[config.mk]
export PLATFORM = sky130hd
export DESIGN_NAME = alu_issue_ctrl_flat
export DESIGN_NICKNAME = d
export VERILOG_FILES = /design/src/rtl/alu_issue_ctrl_if.sv /design/src/rtl/alu_issue_ctrl.sv /design/src/flat_wrapper.sv
export SDC_FILE = /design/constraint.sdc
export NUM_CORES = 1
export LEC_CHECK = 0
export CAP_MARGIN = 5
export CORE_ASPECT_RATIO = 1.75
export CORE_UTILIZATION = 35
export CTS_CLUSTER_DIAMETER = 80
export DETAILED_ROUTE_END_ITERATION = 7
export PLACE_DENSITY = 0.73
export SYNTH_ARGS = -nofsm -noshare
export SYNTH_HDL_FRONTEND = slang
export SYNTH_SLANG_ARGS = --single-unit
[constraint.sdc]
create_clock -name clk -period 3.3 [get_ports clk]
set_clock_uncertainty 0.1 [all_clocks]
set_input_delay 0.66 -clock clk [delete_from_list [all_inputs] [get_ports clk]]
set_output_delay 0.66 -clock clk [all_outputs]
set_load 0.01 [all_outputs]
[src/rtl/alu_issue_ctrl_if.sv]
// Instruction-in / ALU / result-out bundle for alu_issue_ctrl.
// The slave modport is the issue controller's view; master is the environment's.
interface alu_issue_ctrl_if #(
  parameter int DATA_W = 32,
  parameter int CTRL_W = 3
);
  logic              in_valid;
  logic              in_ready;
  logic [6:0]        in_opcode;
  logic [2:0]        in_funct3;
  logic              in_funct7_5;
  logic [DATA_W-1:0] in_rs1_val;
  logic [DATA_W-1:0] in_rs2_val;
  logic [DATA_W-1:0] in_imm;

  logic [CTRL_W-1:0] alu_control;
  logic [DATA_W-1:0] alu_a;
  logic [DATA_W-1:0] alu_b;
  logic [DATA_W-1:0] alu_result;
  logic              alu_overflow;
  logic              alu_negative;

  logic              out_valid;
  logic              out_ready;
  logic [DATA_W-1:0] out_result;
  logic              out_branch_taken;
  logic              out_illegal;

  modport slave (
    input  in_valid, in_opcode, in_funct3, in_funct7_5, in_rs1_val, in_rs2_val, in_imm,
    output in_ready,
    output alu_control, alu_a, alu_b,
    input  alu_result, alu_overflow, alu_negative,
    output out_valid, out_result, out_branch_taken, out_illegal,
    input  out_ready
  );

  modport master (
    output in_valid, in_opcode, in_funct3, in_funct7_5, in_rs1_val, in_rs2_val, in_imm,
    input  in_ready,
    input  alu_control, alu_a, alu_b,
    output alu_result, alu_overflow, alu_negative,
    input  out_valid, out_result, out_branch_taken, out_illegal,
    output out_ready
  );
endinterface

[src/rtl/alu_issue_ctrl.sv]
// Issue controller for a combinational RV32I ALU: decode, drive ALU from registers,
// capture result/flags, resolve branches, hand the outcome downstream.
module alu_issue_ctrl #(
  parameter int DATA_W = 32,
  parameter int CTRL_W = 3
) (
  input  logic           clk,
  input  logic           rst_n,
  alu_issue_ctrl_if.slave bus
);
  localparam logic [6:0] OP_R     = 7'b0110011;
  localparam logic [6:0] OP_I     = 7'b0010011;
  localparam logic [6:0] OP_LOAD  = 7'b0000011;
  localparam logic [6:0] OP_STORE = 7'b0100011;
  localparam logic [6:0] OP_BR    = 7'b1100011;

  localparam logic [CTRL_W-1:0] C_ADD = CTRL_W'(3'b000);
  localparam logic [CTRL_W-1:0] C_SUB = CTRL_W'(3'b001);
  localparam logic [CTRL_W-1:0] C_AND = CTRL_W'(3'b010);
  localparam logic [CTRL_W-1:0] C_OR  = CTRL_W'(3'b011);
  localparam logic [CTRL_W-1:0] C_SLT = CTRL_W'(3'b101);

  typedef enum logic [1:0] {IDLE, EXEC, DONE} state_t;
  typedef enum logic [1:0] {BR_EQ, BR_NE, BR_LT, BR_GE} br_kind_t;

  state_t state_q, state_d;
  logic   accept, capture;

  logic [CTRL_W-1:0] dec_ctrl;
  logic              dec_use_imm, dec_branch, dec_illegal;
  br_kind_t          dec_kind;

  logic [CTRL_W-1:0] ctrl_q;
  logic [DATA_W-1:0] a_q, b_q, result_q;
  logic              branch_q, illegal_q, taken_q, out_ill_q;
  br_kind_t          kind_q;
  logic              br_cond;

  always_comb begin
    dec_ctrl    = C_ADD;
    dec_use_imm = 1'b0;
    dec_branch  = 1'b0;
    dec_illegal = 1'b0;
    dec_kind    = BR_EQ;
    case (bus.in_opcode)
      OP_R, OP_I: begin
        dec_use_imm = (bus.in_opcode == OP_I);
        case (bus.in_funct3)
          3'b000:  dec_ctrl = (bus.in_opcode == OP_R && bus.in_funct7_5) ? C_SUB : C_ADD;
          3'b010:  dec_ctrl = C_SLT;
          3'b110:  dec_ctrl = C_OR;
          3'b111:  dec_ctrl = C_AND;
          default: dec_illegal = 1'b1;
        endcase
      end
      OP_LOAD, OP_STORE: dec_use_imm = 1'b1;
      OP_BR: begin
        dec_ctrl   = C_SUB;
        dec_branch = 1'b1;
        case (bus.in_funct3)
          3'b000:  dec_kind = BR_EQ;
          3'b001:  dec_kind = BR_NE;
          3'b100:  dec_kind = BR_LT;
          3'b101:  dec_kind = BR_GE;
          default: dec_illegal = 1'b1;
        endcase
      end
      default: dec_illegal = 1'b1;
    endcase
    // illegal encodings collapse to a harmless add with no branch semantics
    if (dec_illegal) begin
      dec_ctrl   = C_ADD;
      dec_branch = 1'b0;
    end
  end

  always_comb begin
    state_d = state_q;
    accept  = 1'b0;
    capture = 1'b0;
    case (state_q)
      IDLE: if (bus.in_valid) begin
        accept  = 1'b1;
        state_d = EXEC;
      end
      EXEC: begin
        capture = 1'b1;
        state_d = DONE;
      end
      DONE: if (bus.out_ready) state_d = IDLE;
      default: state_d = IDLE;
    endcase
  end

  // signed compare via the sub flags: a<b exactly when negative^overflow
  always_comb begin
    br_cond = 1'b0;
    case (kind_q)
      BR_EQ: br_cond = (bus.alu_result == '0);
      BR_NE: br_cond = (bus.alu_result != '0);
      BR_LT: br_cond = bus.alu_negative ^ bus.alu_overflow;
      BR_GE: br_cond = ~(bus.alu_negative ^ bus.alu_overflow);
      default: br_cond = 1'b0;
    endcase
  end

  always_ff @(posedge clk or negedge rst_n) begin
    if (!rst_n) begin
      state_q   <= IDLE;
      ctrl_q    <= '0;
      a_q       <= '0;
      b_q       <= '0;
      branch_q  <= 1'b0;
      kind_q    <= BR_EQ;
      illegal_q <= 1'b0;
      result_q  <= '0;
      taken_q   <= 1'b0;
      out_ill_q <= 1'b0;
    end else begin
      state_q <= state_d;
      if (accept) begin
        ctrl_q    <= dec_ctrl;
        a_q       <= bus.in_rs1_val;
        b_q       <= dec_use_imm ? bus.in_imm : bus.in_rs2_val;
        branch_q  <= dec_branch;
        kind_q    <= dec_kind;
        illegal_q <= dec_illegal;
      end
      if (capture) begin
        result_q  <= illegal_q ? '0 : bus.alu_result;
        taken_q   <= branch_q & br_cond;
        out_ill_q <= illegal_q;
      end
    end
  end

  assign bus.in_ready         = (state_q == IDLE);
  assign bus.out_valid        = (state_q == DONE);
  assign bus.alu_control      = ctrl_q;
  assign bus.alu_a            = a_q;
  assign bus.alu_b            = b_q;
  assign bus.out_result       = result_q;
  assign bus.out_branch_taken = taken_q;
  assign bus.out_illegal      = out_ill_q;
endmodule

[src/flat_wrapper.sv]
// flat-port wrapper written by rule: the top's interface ports become plain ports
module alu_issue_ctrl_flat 
#(
  parameter int DATA_W = 32,
  parameter int CTRL_W = 3
)
  (clk, rst_n, bus_in_valid, bus_in_opcode, bus_in_funct3, bus_in_funct7_5, bus_in_rs1_val, bus_in_rs2_val, bus_in_imm, bus_in_ready, bus_alu_control, bus_alu_a, bus_alu_b, bus_alu_result, bus_alu_overflow, bus_alu_negative, bus_out_valid, bus_out_result, bus_out_branch_taken, bus_out_illegal, bus_out_ready);
  alu_issue_ctrl_if #(.DATA_W(DATA_W), .CTRL_W(CTRL_W)) bus_i ();
  input  logic clk;
  input  logic rst_n;
  input wire logic [$bits(bus_i.in_valid)-1:0] bus_in_valid;
  input wire logic [$bits(bus_i.in_opcode)-1:0] bus_in_opcode;
  input wire logic [$bits(bus_i.in_funct3)-1:0] bus_in_funct3;
  input wire logic [$bits(bus_i.in_funct7_5)-1:0] bus_in_funct7_5;
  input wire logic [$bits(bus_i.in_rs1_val)-1:0] bus_in_rs1_val;
  input wire logic [$bits(bus_i.in_rs2_val)-1:0] bus_in_rs2_val;
  input wire logic [$bits(bus_i.in_imm)-1:0] bus_in_imm;
  output wire logic [$bits(bus_i.in_ready)-1:0] bus_in_ready;
  output wire logic [$bits(bus_i.alu_control)-1:0] bus_alu_control;
  output wire logic [$bits(bus_i.alu_a)-1:0] bus_alu_a;
  output wire logic [$bits(bus_i.alu_b)-1:0] bus_alu_b;
  input wire logic [$bits(bus_i.alu_result)-1:0] bus_alu_result;
  input wire logic [$bits(bus_i.alu_overflow)-1:0] bus_alu_overflow;
  input wire logic [$bits(bus_i.alu_negative)-1:0] bus_alu_negative;
  output wire logic [$bits(bus_i.out_valid)-1:0] bus_out_valid;
  output wire logic [$bits(bus_i.out_result)-1:0] bus_out_result;
  output wire logic [$bits(bus_i.out_branch_taken)-1:0] bus_out_branch_taken;
  output wire logic [$bits(bus_i.out_illegal)-1:0] bus_out_illegal;
  input wire logic [$bits(bus_i.out_ready)-1:0] bus_out_ready;
  assign bus_i.in_valid = bus_in_valid;
  assign bus_i.in_opcode = bus_in_opcode;
  assign bus_i.in_funct3 = bus_in_funct3;
  assign bus_i.in_funct7_5 = bus_in_funct7_5;
  assign bus_i.in_rs1_val = bus_in_rs1_val;
  assign bus_i.in_rs2_val = bus_in_rs2_val;
  assign bus_i.in_imm = bus_in_imm;
  assign bus_in_ready = bus_i.in_ready;
  assign bus_alu_control = bus_i.alu_control;
  assign bus_alu_a = bus_i.alu_a;
  assign bus_alu_b = bus_i.alu_b;
  assign bus_i.alu_result = bus_alu_result;
  assign bus_i.alu_overflow = bus_alu_overflow;
  assign bus_i.alu_negative = bus_alu_negative;
  assign bus_out_valid = bus_i.out_valid;
  assign bus_out_result = bus_i.out_result;
  assign bus_out_branch_taken = bus_i.out_branch_taken;
  assign bus_out_illegal = bus_i.out_illegal;
  assign bus_i.out_ready = bus_out_ready;
  alu_issue_ctrl #(.DATA_W(DATA_W), .CTRL_W(CTRL_W)) u_core (.clk(clk), .rst_n(rst_n), .bus(bus_i));
endmodule
==> results.cfg <==
[status]
run_status = completed

[power_and_ir_drop]
pwr-share-seq_pct = 38.4
p_int_mw = 3.44
p_per_area_nw_per_um2 = 688
p_sw_share_pct = 33.4
p_clk_share_pct = 21.3
power_switching_mw = 1.73
vdd_drop_max_v = 0.000261
power.leakage_nw = 3.17
combPwrFrac_pct = 40.3

[route]
ant_nets = 0
drc = 0
vias = 4218
drt_wl_total_um = 14000
vias_per_cell = 4.75
first_pass_iters = 4
drt_iter0_markers = 203
wl_per_cell_um = 15.7

[clock_network]
htreeDepth = 3
cts_buffers = 9
hold_buffers = 0
tritoncts = built
insertion_delay_ns = 0.34
clock_sinks = 107
cts_root_buf = clkbuf_16
postCtsResizedCells = 0
clk_pin_slew_ns = 0.08
cts_buffer_depth = 2
cts_setup_buffers = 0

[timing]
final.setup.tns_ns = 0
slew_violations = 0
period_share_pct = 73.9
fmax_ghz = 0.410
rsz0062_at_grt = no
min_period_ns = 2.44
finalHoldViolCount = 0
max_slew.worst_pin.slew_ns = 1.08
slew_headroom_pct = 27.8
setup-violations-final = 0

[die]
placementRows = 55
start_util_pct = 35.7
io-pin-count = 248
die_y_um = 154
die-area_um2 = 13600
core_um2 = 12900
die_x_um = 88.7

[setup_path]
critical_path_class = register to primary output
arrival_ns = 1.68
end_kind = primary output
cpPeakStageDelay_ns = 0.62
cp-start-kind = register
path_cells = nor2_1 > clkdlybuf4s50_1
cpMaxStageDelayCell = clkdlybuf4s50_1
worst-path-max-fanout = 4
cp.required_ns = 2.54

[placement]
numPortBuffers = 247
dpl-instance-area_um2 = 7210
gp_congestion = 0.776
place_hpwl_um = 10600

[run]
maxCapViolCount = 0

[global_route]
track_usage_pct = 20.7
grt_pass1_vias = 4277
antenna_found_initial = 0
grt_pass1_wl_um = 21500
grt_max_degree = 79
grt-ovfl-total = 0

[logic_synthesis]
ys_seq_elements = 107
syn_nets = 623
yosys.area.top_type = dfrtp_1
synth_warnings = 0
synthTopCellsByCount = 169 x nand2_1, 107 x dfrtp_1, 38 x o21ai_0
synthCells = 478
synthFlopType = dfrtp_1
syn_area_per_cell_um2 = 9.62
synthArstFlopShare_pct = 100
synth_cell_types = 34
synth_top_area_share_pct = 58.2
netlist_area_um2 = 4600
synth_area_leaders = dfrtp_1 58%, nand2_1 14%, mux2i_1 7.0%
synth_enable_flop_cells = 0
synth_most_common_cell = nand2_1
seq_area_frac_synth_pct = 58.2

[min_path]
hold_path.class = primary input to async pin

[final_layout]
final_util_pct = 58.4
drive_above_1_share_pct = 4.04
nets = 858
area_growth_pct = 63.3
finish.instance_area_um2 = 7510
antenna_cells = 0
[registers in the layout, summed over array words and instances (netlist names)]
| register | flops |
|---|---|
| u_core.bus.alu_a | 32 |
| u_core.illegal_q | 1 |
| u_core.branch_q | 1 |
| u_core.kind_q | 2 |
| u_core.bus.alu_b | 32 |
| u_core.bus.out_branch_taken | 1 |
| u_core.bus.out_illegal | 1 |
| u_core.bus.alu_control | 3 |
| u_core.state_q | 2 |
| u_core.bus.out_result | 32 |
[layout by cell type (no fill, tap or decap), drive strengths merged, types with 2 or more instances in the layout]
cell and instances:
a21oi 3, a31oi 2, buf 5, clkbuf 9
clkdlybuf4s50 246, clkinv 3, dfrtp 107, inv 7
mux2i 32, nand2 169, nand2b 35, nand3 2
nand4 2, nor2 5, nor4 8, o21ai 68
[final timing paths]
check | from | end | slack [ns] | cells past startpoint
max | u_core.state_q[0] | bus_in_ready | 0.86 | 2
min | rst_n | u_core.bus.out_result[10] | 0.13 | 1
max reg2reg | u_core.state_q[0] | u_core.kind_q[0] | 1.10 | 5
min reg2reg | u_core.bus.alu_a[4] | u_core.bus.alu_a[4] | 0.37 | 2
max in group asynchronous | rst_n | u_core.bus.alu_a[3] | 2.21 | 2
min in group clk | u_core.bus.alu_a[4] | u_core.bus.alu_a[4] | 0.37 | 2
[per-stage QoR]
step / setup slack (ns) / hold slack (ns) / std cells / power, mW
CTS: 0.826 / 0.136 / 888 / 5.23
global route: 0.792 / 0.156 / 888 / 5.49
global placement: 0.552 / 0.358 / 873 / 4.06
floorplan: 1.33 / 0.264 / 478 / 2.81
finish: 0.863 / 0.135 / 888 / 5.16
detailed placement: 0.510 / 0.361 / 873 / 4.12
[final cells by class]
type	instances	area, um^2
Fill cell	1133	5360
Sequential cell	107	2680
Timing Repair Buffer	251	2520
Multi-Input combinational cell	339	1780
Clock buffer	9	225
Tap cell	171	214
Clock inverter	6	72.6
Inverter	5	18.8
[layer usage]
metal  track usage [%]  share of wire (%)  up-vias
met3              4.40                6.4       22
li1                  -                  -     2041
met1              22.5                 37     1982
met2              37.8                 54      173
met4              8.45                2.7        0
met5                 0                  0        -
[cell families (layout without fill, tap and decap cells)]
kind of cell | after synthesis | count (layout) | synth area share (%)
simple gates | 227 | 227 | 21.7
flops | 107 | 107 | 58.2
compound gates | 78 | 78 | 9.28
mux | 33 | 33 | 7.21
buf+inv | 32 | 271 | 3.37
xor+xnor | 1 | 1 | 0.190
[power by group through the flow]
stage	combinational [mW]	sequential [mW]	clock, mW
2_1_floorplan	0.634	2.18	0
3_3_place_gp	2.08	1.99	0
3_5_place_dp	2.11	2.01	0
4_1_cts	2.12	1.99	1.13
5_1_grt	2.27	2.04	1.18
6_report	2.08	1.98	1.10
[critical path, delay by kind of cell, from the launching register on]
family                 cells  cell delay [ns]
flip-flops                 1             0.42
buffers and inverters      1             0.62
AND/OR/NAND/NOR            1             0.29
Power figures use the tool's default switching activity.
